===== src/rtl/cpu_run_ctrl_pkg.sv =====
// Shared state encoding for the CPU run controller and anything that decodes its state port.
package cpu_run_ctrl_pkg;

    typedef enum logic [1:0] {
        ST_RHOLD = 2'd0,
        ST_HALT  = 2'd1,
        ST_RUN   = 2'd2,
        ST_STEP  = 2'd3
    } state_t;

endpackage


===== src/rtl/ce_prescaler.sv =====
// Divides clk_in down to a one-cycle tick every DIV cycles while enabled; clear parks the count at 0.
module ce_prescaler #(
    parameter int DIV = 4
) (
    input  logic clk_in,
    input  logic reset,
    input  logic enable,
    input  logic clear,
    output logic tick
);

    localparam int W = (DIV > 1) ? $clog2(DIV) : 1;
    localparam logic [W-1:0] LAST = W'(DIV - 1);

    logic [W-1:0] cnt_q, cnt_d;

    always_comb begin
        cnt_d = cnt_q;
        if (clear) begin
            cnt_d = '0;
        end else if (enable) begin
            cnt_d = (cnt_q == LAST) ? '0 : cnt_q + 1'b1;
        end
    end

    always_ff @(posedge clk_in or negedge reset) begin
        if (!reset) begin
            cnt_q <= '0;
        end else begin
            cnt_q <= cnt_d;
        end
    end

    // With DIV=1 the count never leaves 0, so the enable gate keeps tick quiet while halted.
    assign tick = enable && !clear && (cnt_q == LAST);

endmodule


===== src/rtl/cpu_run_ctrl.sv =====
// Run/halt/step controller for a CPU core: reset hold, clock-enable generation, breakpoint and cycle count.
module cpu_run_ctrl
    import cpu_run_ctrl_pkg::*;
#(
    parameter int DIV          = 4,
    parameter int RST_CYCLES   = 8,
    parameter int AW           = 32,
    parameter int CNT_W        = 32,
    parameter int START_HALTED = 0
) (
    input  logic             clk_in,
    input  logic             reset,
    input  logic             sw_rst,
    input  logic             run_req,
    input  logic             halt_req,
    input  logic             step_req,
    input  logic             bp_en,
    input  logic [AW-1:0]    bp_addr,
    input  logic [AW-1:0]    pc,
    output logic             cpu_ce,
    output logic             cpu_rst,
    output logic [1:0]       state,
    output logic             bp_hit,
    output logic [CNT_W-1:0] cycle_cnt
);

    localparam logic [7:0] HOLD_INIT = 8'(RST_CYCLES);

    state_t             state_q, state_d;
    logic [7:0]         hold_q, hold_d;
    logic               cpu_rst_q, cpu_rst_d;
    logic               cpu_ce_q, cpu_ce_d;
    logic               bp_hit_q, bp_hit_d;
    logic               skip_q, skip_d;
    logic [CNT_W-1:0]   cnt_q, cnt_d;
    logic               run_like;
    logic               tick;
    logic               bp_fire;

    assign run_like = (state_q == ST_RUN) || (state_q == ST_STEP);

    ce_prescaler #(
        .DIV (DIV)
    ) u_prescaler (
        .clk_in (clk_in),
        .reset  (reset),
        .enable (run_like),
        .clear  (!run_like),
        .tick   (tick)
    );

    // skip lets a resume execute the instruction that the breakpoint stopped on.
    assign bp_fire = bp_en && (pc == bp_addr) && !skip_q;

    always_comb begin
        state_d   = state_q;
        hold_d    = hold_q;
        cpu_rst_d = 1'b0;
        cpu_ce_d  = 1'b0;
        bp_hit_d  = bp_hit_q;
        skip_d    = skip_q;
        cnt_d     = cnt_q;
        if (sw_rst) begin
            state_d   = ST_RHOLD;
            hold_d    = HOLD_INIT;
            cpu_rst_d = 1'b1;
            bp_hit_d  = 1'b0;
            skip_d    = 1'b0;
            cnt_d     = '0;
        end else begin
            case (state_q)
                ST_RHOLD: begin
                    if (hold_q <= 8'd1) begin
                        state_d = (START_HALTED != 0) ? ST_HALT : ST_RUN;
                    end else begin
                        hold_d    = hold_q - 8'd1;
                        cpu_rst_d = 1'b1;
                    end
                end
                ST_HALT: begin
                    if (halt_req) begin
                        state_d = ST_HALT;
                    end else if (step_req) begin
                        state_d  = ST_STEP;
                        bp_hit_d = 1'b0;
                    end else if (run_req) begin
                        state_d  = ST_RUN;
                        skip_d   = 1'b1;
                        bp_hit_d = 1'b0;
                    end
                end
                ST_RUN: begin
                    if (halt_req) begin
                        state_d = ST_HALT;
                    end else if (tick) begin
                        skip_d = 1'b0;
                        if (bp_fire) begin
                            state_d  = ST_HALT;
                            bp_hit_d = 1'b1;
                        end else begin
                            cpu_ce_d = 1'b1;
                            cnt_d    = cnt_q + 1'b1;
                        end
                    end
                end
                ST_STEP: begin
                    if (halt_req) begin
                        state_d = ST_HALT;
                    end else if (tick) begin
                        state_d  = ST_HALT;
                        cpu_ce_d = 1'b1;
                        cnt_d    = cnt_q + 1'b1;
                    end
                end
                default: state_d = ST_RHOLD;
            endcase
        end
    end

    always_ff @(posedge clk_in or negedge reset) begin
        if (!reset) begin
            state_q   <= ST_RHOLD;
            hold_q    <= HOLD_INIT;
            cpu_rst_q <= 1'b1;
            cpu_ce_q  <= 1'b0;
            bp_hit_q  <= 1'b0;
            skip_q    <= 1'b0;
            cnt_q     <= '0;
        end else begin
            state_q   <= state_d;
            hold_q    <= hold_d;
            cpu_rst_q <= cpu_rst_d;
            cpu_ce_q  <= cpu_ce_d;
            bp_hit_q  <= bp_hit_d;
            skip_q    <= skip_d;
            cnt_q     <= cnt_d;
        end
    end

    assign cpu_ce    = cpu_ce_q;
    assign cpu_rst   = cpu_rst_q;
    assign state     = state_q;
    assign bp_hit    = bp_hit_q;
    assign cycle_cnt = cnt_q;

endmodule


===== config.mk =====
export PLATFORM = sky130hd
export DESIGN_NAME = cpu_run_ctrl
export DESIGN_NICKNAME = d
export VERILOG_FILES = /design/src/rtl/cpu_run_ctrl_pkg.sv /design/src/rtl/ce_prescaler.sv /design/src/rtl/cpu_run_ctrl.sv
export SDC_FILE = /design/constraint.sdc
export NUM_CORES = 1
export LEC_CHECK = 0
export CAP_MARGIN = 5
export CORE_MARGIN = 3
export CORE_UTILIZATION = 46
export DETAILED_ROUTE_END_ITERATION = 16
export HOLD_SLACK_MARGIN = 0.05
export PLACE_DENSITY = 0.86
export SLEW_MARGIN = 20
export SYNTH_ARGS = -nofsm -noshare
export SYNTH_HDL_FRONTEND = slang
export SYNTH_SLANG_ARGS = --single-unit

===== constraint.sdc =====
create_clock -name clk_in -period 2.3 [get_ports clk_in]
set_input_delay 0.46 -clock clk_in [delete_from_list [all_inputs] [get_ports clk_in]]
set_output_delay 0.46 -clock clk_in [all_outputs]
set_load 0.03 [all_outputs]

# Word-level counts from Yosys, hierarchy flattened

Index checks and enable logic that the tools add are counted.

Register bits after elaboration: 48
Bits of input ports: 71
Output and inout port bits: 37
Logic and storage cells: 95

$add $sub $neg: 3
Order comparisons: 1
Equality and inequality tests: 21
Muxes and demuxes: 48
Reduce and logical (&&, ||, !) cells: 14

Operator list:

| kind                                                                  | number |
|---|---|
| 32-bit two-way mux                                                    | 6 |
| 32-bit case mux with 2 select lines                                   | 1 |
| 32-bit by 1-bit adder with 32-bit output, second input constant       | 1 |
| 32-bit == test                                                        | 1 |
| 3-bit != test, second input constant                                  | 10 |
| 2-bit two-way mux                                                     | 12 |
| 8-bit two-way mux                                                     | 3 |
| 1-bit two-way mux                                                     | 22 |
| 6-bit AND reduction                                                   | 3 |
| 4-bit != test, second input constant                                  | 4 |
| 8-bit by 1-bit <= comparator with 1-bit output, second input constant | 1 |
| 2-bit case mux with 4 select lines                                    | 1 |
| 8-bit by 1-bit subtractor with 8-bit output, second input constant    | 1 |
| 2-bit == test, second input constant                                  | 3 |
| 1-bit case mux with 2 select lines                                    | 3 |
| 3-bit nonzero test                                                    | 2 |
| 5-bit != test, second input constant                                  | 1 |
| 5-bit AND reduction                                                   | 1 |
| 1-bit logical AND                                                     | 3 |
| 2-bit by 1-bit adder with 2-bit output, second input constant         | 1 |
| 2-bit by 1-bit == test with 1-bit output, second input constant       | 1 |
| 2-bit logical NOT                                                     | 1 |
| 2-bit != test, second input constant                                  | 1 |
| 2-bit AND reduction                                                   | 1 |
| other kinds (3)                                                       | 3 |

# Logic depth before layout (Yosys ltp)

Depth after elaboration: 8
Depth in mapped cells: 8
Mapped depth without buffers: 8

# Hierarchy

A second synthesis with hierarchy kept.

Cells, all modules: 357
Area, all modules: 3,181.8 um2

Modules (own cells, without submodules):

| module       | instances | cells each | area an instance (um2) | sequential area each (um2) |
|---|---|---|---|---|
| cpu_run_ctrl | 1         | 347        | 3,074.2                | 1,153.6 |
| ce_prescaler | 1         | 10         | 107.6                  | 50.0 |

# Least setup slack after synthesis

No wires, ideal clock.

Kind: reg2reg
Start: reg cnt_q[2], in the netlist cycle_cnt[2]
End: reg cnt_q[25], in the netlist cycle_cnt[25]
Setup time: 0.078 ns
Data arrival time: 2.130 ns
Required time: 2.222 ns
Setup slack: 0.092 ns
Cell stages (with the launch flop): 7
Path buffers: 0
Clock period less this slack: 2.208 ns
Path through: dfrtp_1 > and3_2 > and3_4 > nand3_4 > or3_2 > or4_1 > a21oi_1

Cells in the longest elaborated chain, start to end: 6
Elaborated cells between the ends (all ways): 8
Those cells by class: add/sub: 1; mux: 7

RTL lines:

| what                                         | RTL line                                 | RTL |
|---|---|---|
| from (decl)                                  | cpu_run_ctrl.sv:35                       | `logic [CNT_W-1:0] cnt_q, cnt_d;` |
| from (signal assigned)                       | cpu_run_ctrl.sv:136                      | `cnt_q <= cnt_d;` |
| 32-bit by 1-bit adder with 32-bit output (*) | cpu_run_ctrl.sv:102, cpu_run_ctrl.sv:112 |  |
| 32-bit two-way mux                           | cpu_run_ctrl.sv:97                       | `if (bp_fire) begin` |
| 32-bit two-way mux                           | cpu_run_ctrl.sv:95                       | `end else if (tick) begin` |
| 32-bit two-way mux                           | cpu_run_ctrl.sv:93                       | `if (halt_req) begin` |
| 32-bit case mux with 2 select lines (*)      | cpu_run_ctrl.sv:71                       | `case (state_q)` |
| 32-bit two-way mux (*)                       | cpu_run_ctrl.sv:63                       | `if (sw_rst) begin` |

Mark *: on every way between the ends. The rest lies on a longest branch, timed or not. The select of a mux whose other input is x is not followed.
A chain may end at the register's enable or synchronous reset.

# Worst setup path after layout

Start: in pc[20]
End: reg cnt_q[12], in the netlist cycle_cnt[12]

Cells in the longest elaborated chain, start to end: 5

RTL lines:

| what                           | RTL line           | RTL |
|---|---|---|
| from (decl)                    | cpu_run_ctrl.sv:19 | `input logic [AW-1:0] pc,` |
| 32-bit == test                 | cpu_run_ctrl.sv:53 | `assign bp_fire = bp_en && (pc == bp_addr) && !skip_q;` |
| 1-bit logical AND (2 in a row) | cpu_run_ctrl.sv:53 |  |
| 3-bit != test (no line)        | n/a                |  |
| 6-bit AND reduction (no line)  | n/a                |  |

Every way passes these cells.

==> flow_metrics.py <==
metrics = {
    "status": {
        "status": "completed",
    },
    "logic_synthesis": {
        "synthCells": 348,
        "synth.avg_cell_area_sq_um": 8.89,
        "ys_warn_count": 0,
        "syn_area_sq_mm": 0.00309,
        "synth_most_common_cell": "dfrtp_1",
        "synth-edff-count": 0,
        "yosys.area.top_type": "dfrtp_1",
        "yosysSeqAreaShare_pct": 38.9,
        "yosys.area_share.adder_pct": 1.62,
        "synth_top_family_by_area": "simple AND/OR/NAND/NOR gates",
        "synth-compound-area-share_pct": 14.5,
        "synth.distinct_cells": 47,
        "synthMuxAreaShare_pct": 1.46,
        "synthFlopType": "dfrtp_1",
        "yosys-top-cells-area": "dfrtp_1 (37%), xor2_1 (9.6%), a21oi_1 (5.5%), or4_1 (5.3%), o31ai_1 (4.4%)",
        "synth-simple-area-share_pct": 29.6,
        "ys_seq_elements": 48,
        "synth_common_cells": "dfrtp_1 (46), a21oi_1 (34), xor2_1 (34)",
        "synth.net_count": 423,
        "yosys.area.top_type_share_pct": 37.2,
        "post_synth_xor_area_fraction_pct": 10.5,
        "synthArstFlopShare_pct": 100,
    },
    "floorplan": {
        "fp.dieArea_sq_mm": 0.00774,
        "core-area_sq_mm": 0.00642,
        "row_count": 29,
        "die_x_um": 88,
        "die_h_um": 88,
        "io_pins": 108,
        "start_util_pct": 48.2,
    },
    "clocking": {
        "cts_sinks": 48,
        "holdBufCountCts": 0,
        "cts_tree": "built",
        "clk_latency_ps": 300,
        "cts-root-buf": "clkbuf_8",
        "clock_path_buffers": 2,
        "htree_levels": 2,
        "cts_buffers": 5,
        "cts.clk_slew.worst_paths_ps": 90,
    },
    "timing": {
        "drv_slew": 0,
        "max-slew-margin-rel_pct": 64.2,
        "finalCritPeriodShare_pct": 98.0,
        "setup_viol": 0,
        "hold_ws_ps": 123,
        "period_needed_ps": 2250,
        "worst_pin_slew_ps": 537,
        "fmax_ghz": 0.444,
        "hold_violations": 0,
        "setup_tns_ps": 0,
        "worst_clock_skew_ps": 7.20,
    },
    "drt": {
        "dr.pass1.iters": 4,
        "viasPerCell": 5.96,
        "wl_mm": 9.63,
        "drc_errors": 0,
        "drt_first_iter_violations": 239,
        "vias": 3348,
        "wl_per_cell_um": 17.1,
        "ant_nets": 0,
    },
    "critical_path": {
        "reg2regPathDepth": 6,
        "start_kind": "input port",
        "arrival_ps": 2490,
        "critPathMaxFanout": 7,
        "cp.required_ps": 2540,
        "regToRegStartpoint": "cycle_cnt[14]",
        "rrSetupSlack_ps": 120,
        "path_class": "in -> reg",
        "crit_path_end_kind": "register",
        "r2r-end": "cycle_cnt[26]",
    },
    "grt": {
        "grtUsageTotal_pct": 24.5,
        "grt_pass1_wl_mm": 15.2,
        "grt_pass1_vias": 3313,
        "grt_overflow": 0,
        "grt_max_degree": 53,
        "antenna_found_initial": 0,
    },
    "final_layout": {
        "num_antenna_cells": 0,
        "synthToLayoutAreaGrowth_pct": 53.9,
        "drive_gt1_share_pct": 18.4,
        "final_nets": 559,
        "fillers": 458,
    },
    "power_and_ir_drop": {
        "power.leakage_uw": 0.00188,
        "vdd_drop_max_mv": 0.422,
        "report.power.total_uw": 2200,
        "power_per_cell_area_mw_per_mm2": 463,
    },
    "worst_hold_path": {
        "hold_class": "in -> async",
    },
    "place": {
        "io_buffers": 107,
        "place.gp.congestion": 0.848,
        "dpl.hpwl_mm": 7.15,
    },
    "job": {
        "drv_cap": 0,
    },
}
==> routing by layer <==
| layer | up-vias | part of all wire [%] | track usage (%) |
|---|---|---|---|
| met4 | 0 | 1.7 | 8.65 |
| li1 | 1558 | - | - |
| met3 | 20 | 8.6 | 4.70 |
| met5 | - | 0 | 0 |
| met1 | 1621 | 38 | 27.9 |
| met2 | 149 | 52 | 45.5 |
==> logic make-up (layout without fill, tap and decap cells) <==
family	Yosys count	after routing
adders and majority gates	4	4
muxes	4	4
and+or+nand+nor	155	155
DFF	48	48
buffers and inverters	27	164
AOI/OAI and AO/OA	73	73
xor gates and xnor gates	37	37
==> where the power goes <==
group	internal, uW	switching (uW)
clock	240	285
combinational	347	321
sequential	929	82.5
total	1520	688
==> how the worst max path moves through the flow <==
stage | start | endpoint | slack, ps | cells after the start
floorplan | cycle_cnt[2] | cycle_cnt[25] | 90 | 6
global placement | bp_addr[30] | cycle_cnt[12] | -330 | 7
detailed placement | bp_addr[30] | cycle_cnt[12] | -440 | 7
CTS | bp_addr[20] | cycle_cnt[12] | 20 | 7
global route | cycle_cnt[14] | cycle_cnt[28] | -50 | 6
finish | pc[20] | cycle_cnt[12] | 50 | 7
==> state kept, by name, indices dropped and copies added (netlist names) <==
register           count
bp_hit                 1
cycle_cnt             32
state                  2
hold_q                 8
skip_q                 1
cpu_ce                 1
u_prescaler.cnt_q      2
cpu_rst                1
==> final cells by class <==
type | count | area (sq um) | area share (%)
multi-input combinational | 273 | 1900 | 39.8
timing repair buffer | 147 | 1440 | 30.2
sequential | 48 | 1200 | 25.3
tap | 77 | 96.3 | 2.02
clock buffer | 6 | 82.6 | 1.73
inverter | 9 | 33.8 | 0.710
clock inverter | 2 | 10.0 | 0.210
==> worst max-delay path, cell delays in order <==
cell             delay [ps]
clkdlybuf4s50_1         450
xor2_2                  180
nor4_2                  350
nand4_1                 230
or3_4                   470
a31o_2                  250
a21oi_1                 110
==> cells in the final DEF (no fill, tap or decap), drive strengths merged, types with 2 or more instances in the layout <==
| master | synthesis | final |
|---|---|---|
| nand2 | 20 | 20 |
| mux2 | 4 | 4 |
| xor2 | 34 | 34 |
| dfrtp | 46 | 46 |
| a211oi | 2 | 2 |
| a21oi | 34 | 34 |
| nor2 | 23 | 23 |
| a31o | 2 | 2 |
| nor4 | 15 | 15 |
| dlymetal6s2s | 0 | 3 |
| and4 | 2 | 2 |
| or4 | 23 | 23 |
| nand4b | 2 | 2 |
| xnor2 | 3 | 3 |
| o41ai | 2 | 2 |
| nand2b | 5 | 5 |
| nor3 | 10 | 10 |
| inv | 9 | 9 |
| clkdlybuf4s50 | 0 | 103 |
| o31ai | 18 | 18 |
| clkinv | 0 | 2 |
| clkbuf | 14 | 6 |
| o21ai | 10 | 10 |
| or3 | 9 | 9 |
| nor2b | 5 | 5 |
| nand3 | 18 | 18 |
| and3 | 6 | 6 |
| buf | 4 | 41 |
| dfstp | 2 | 2 |
| nand4 | 12 | 12 |
| ha | 4 | 4 |
==> per-stage QoR <==
step / utilization, % / area (sq um) / cells / worst slack, ps
after floorplan: - / 3090 / 348 / 92.3
final: 74.1 / 4760 / 562 / 45.3
after global routing: 74.1 / 4760 / 562 / -54.1
after global placement: 70.2 / 4510 / 548 / -326
after CTS: 72.1 / 4630 / 556 / 15.3
after detailed placement: 70.2 / 4510 / 548 / -435
==> repair_timing <==
item                                    CTS  global route
endpoints found under the setup margin   22            26
resized for setup                         5            17
pin swaps                                 3             5
endpoints found under the hold margin     0             0
buffers inserted                          0             6
Power figures use the tool's default switching activity.
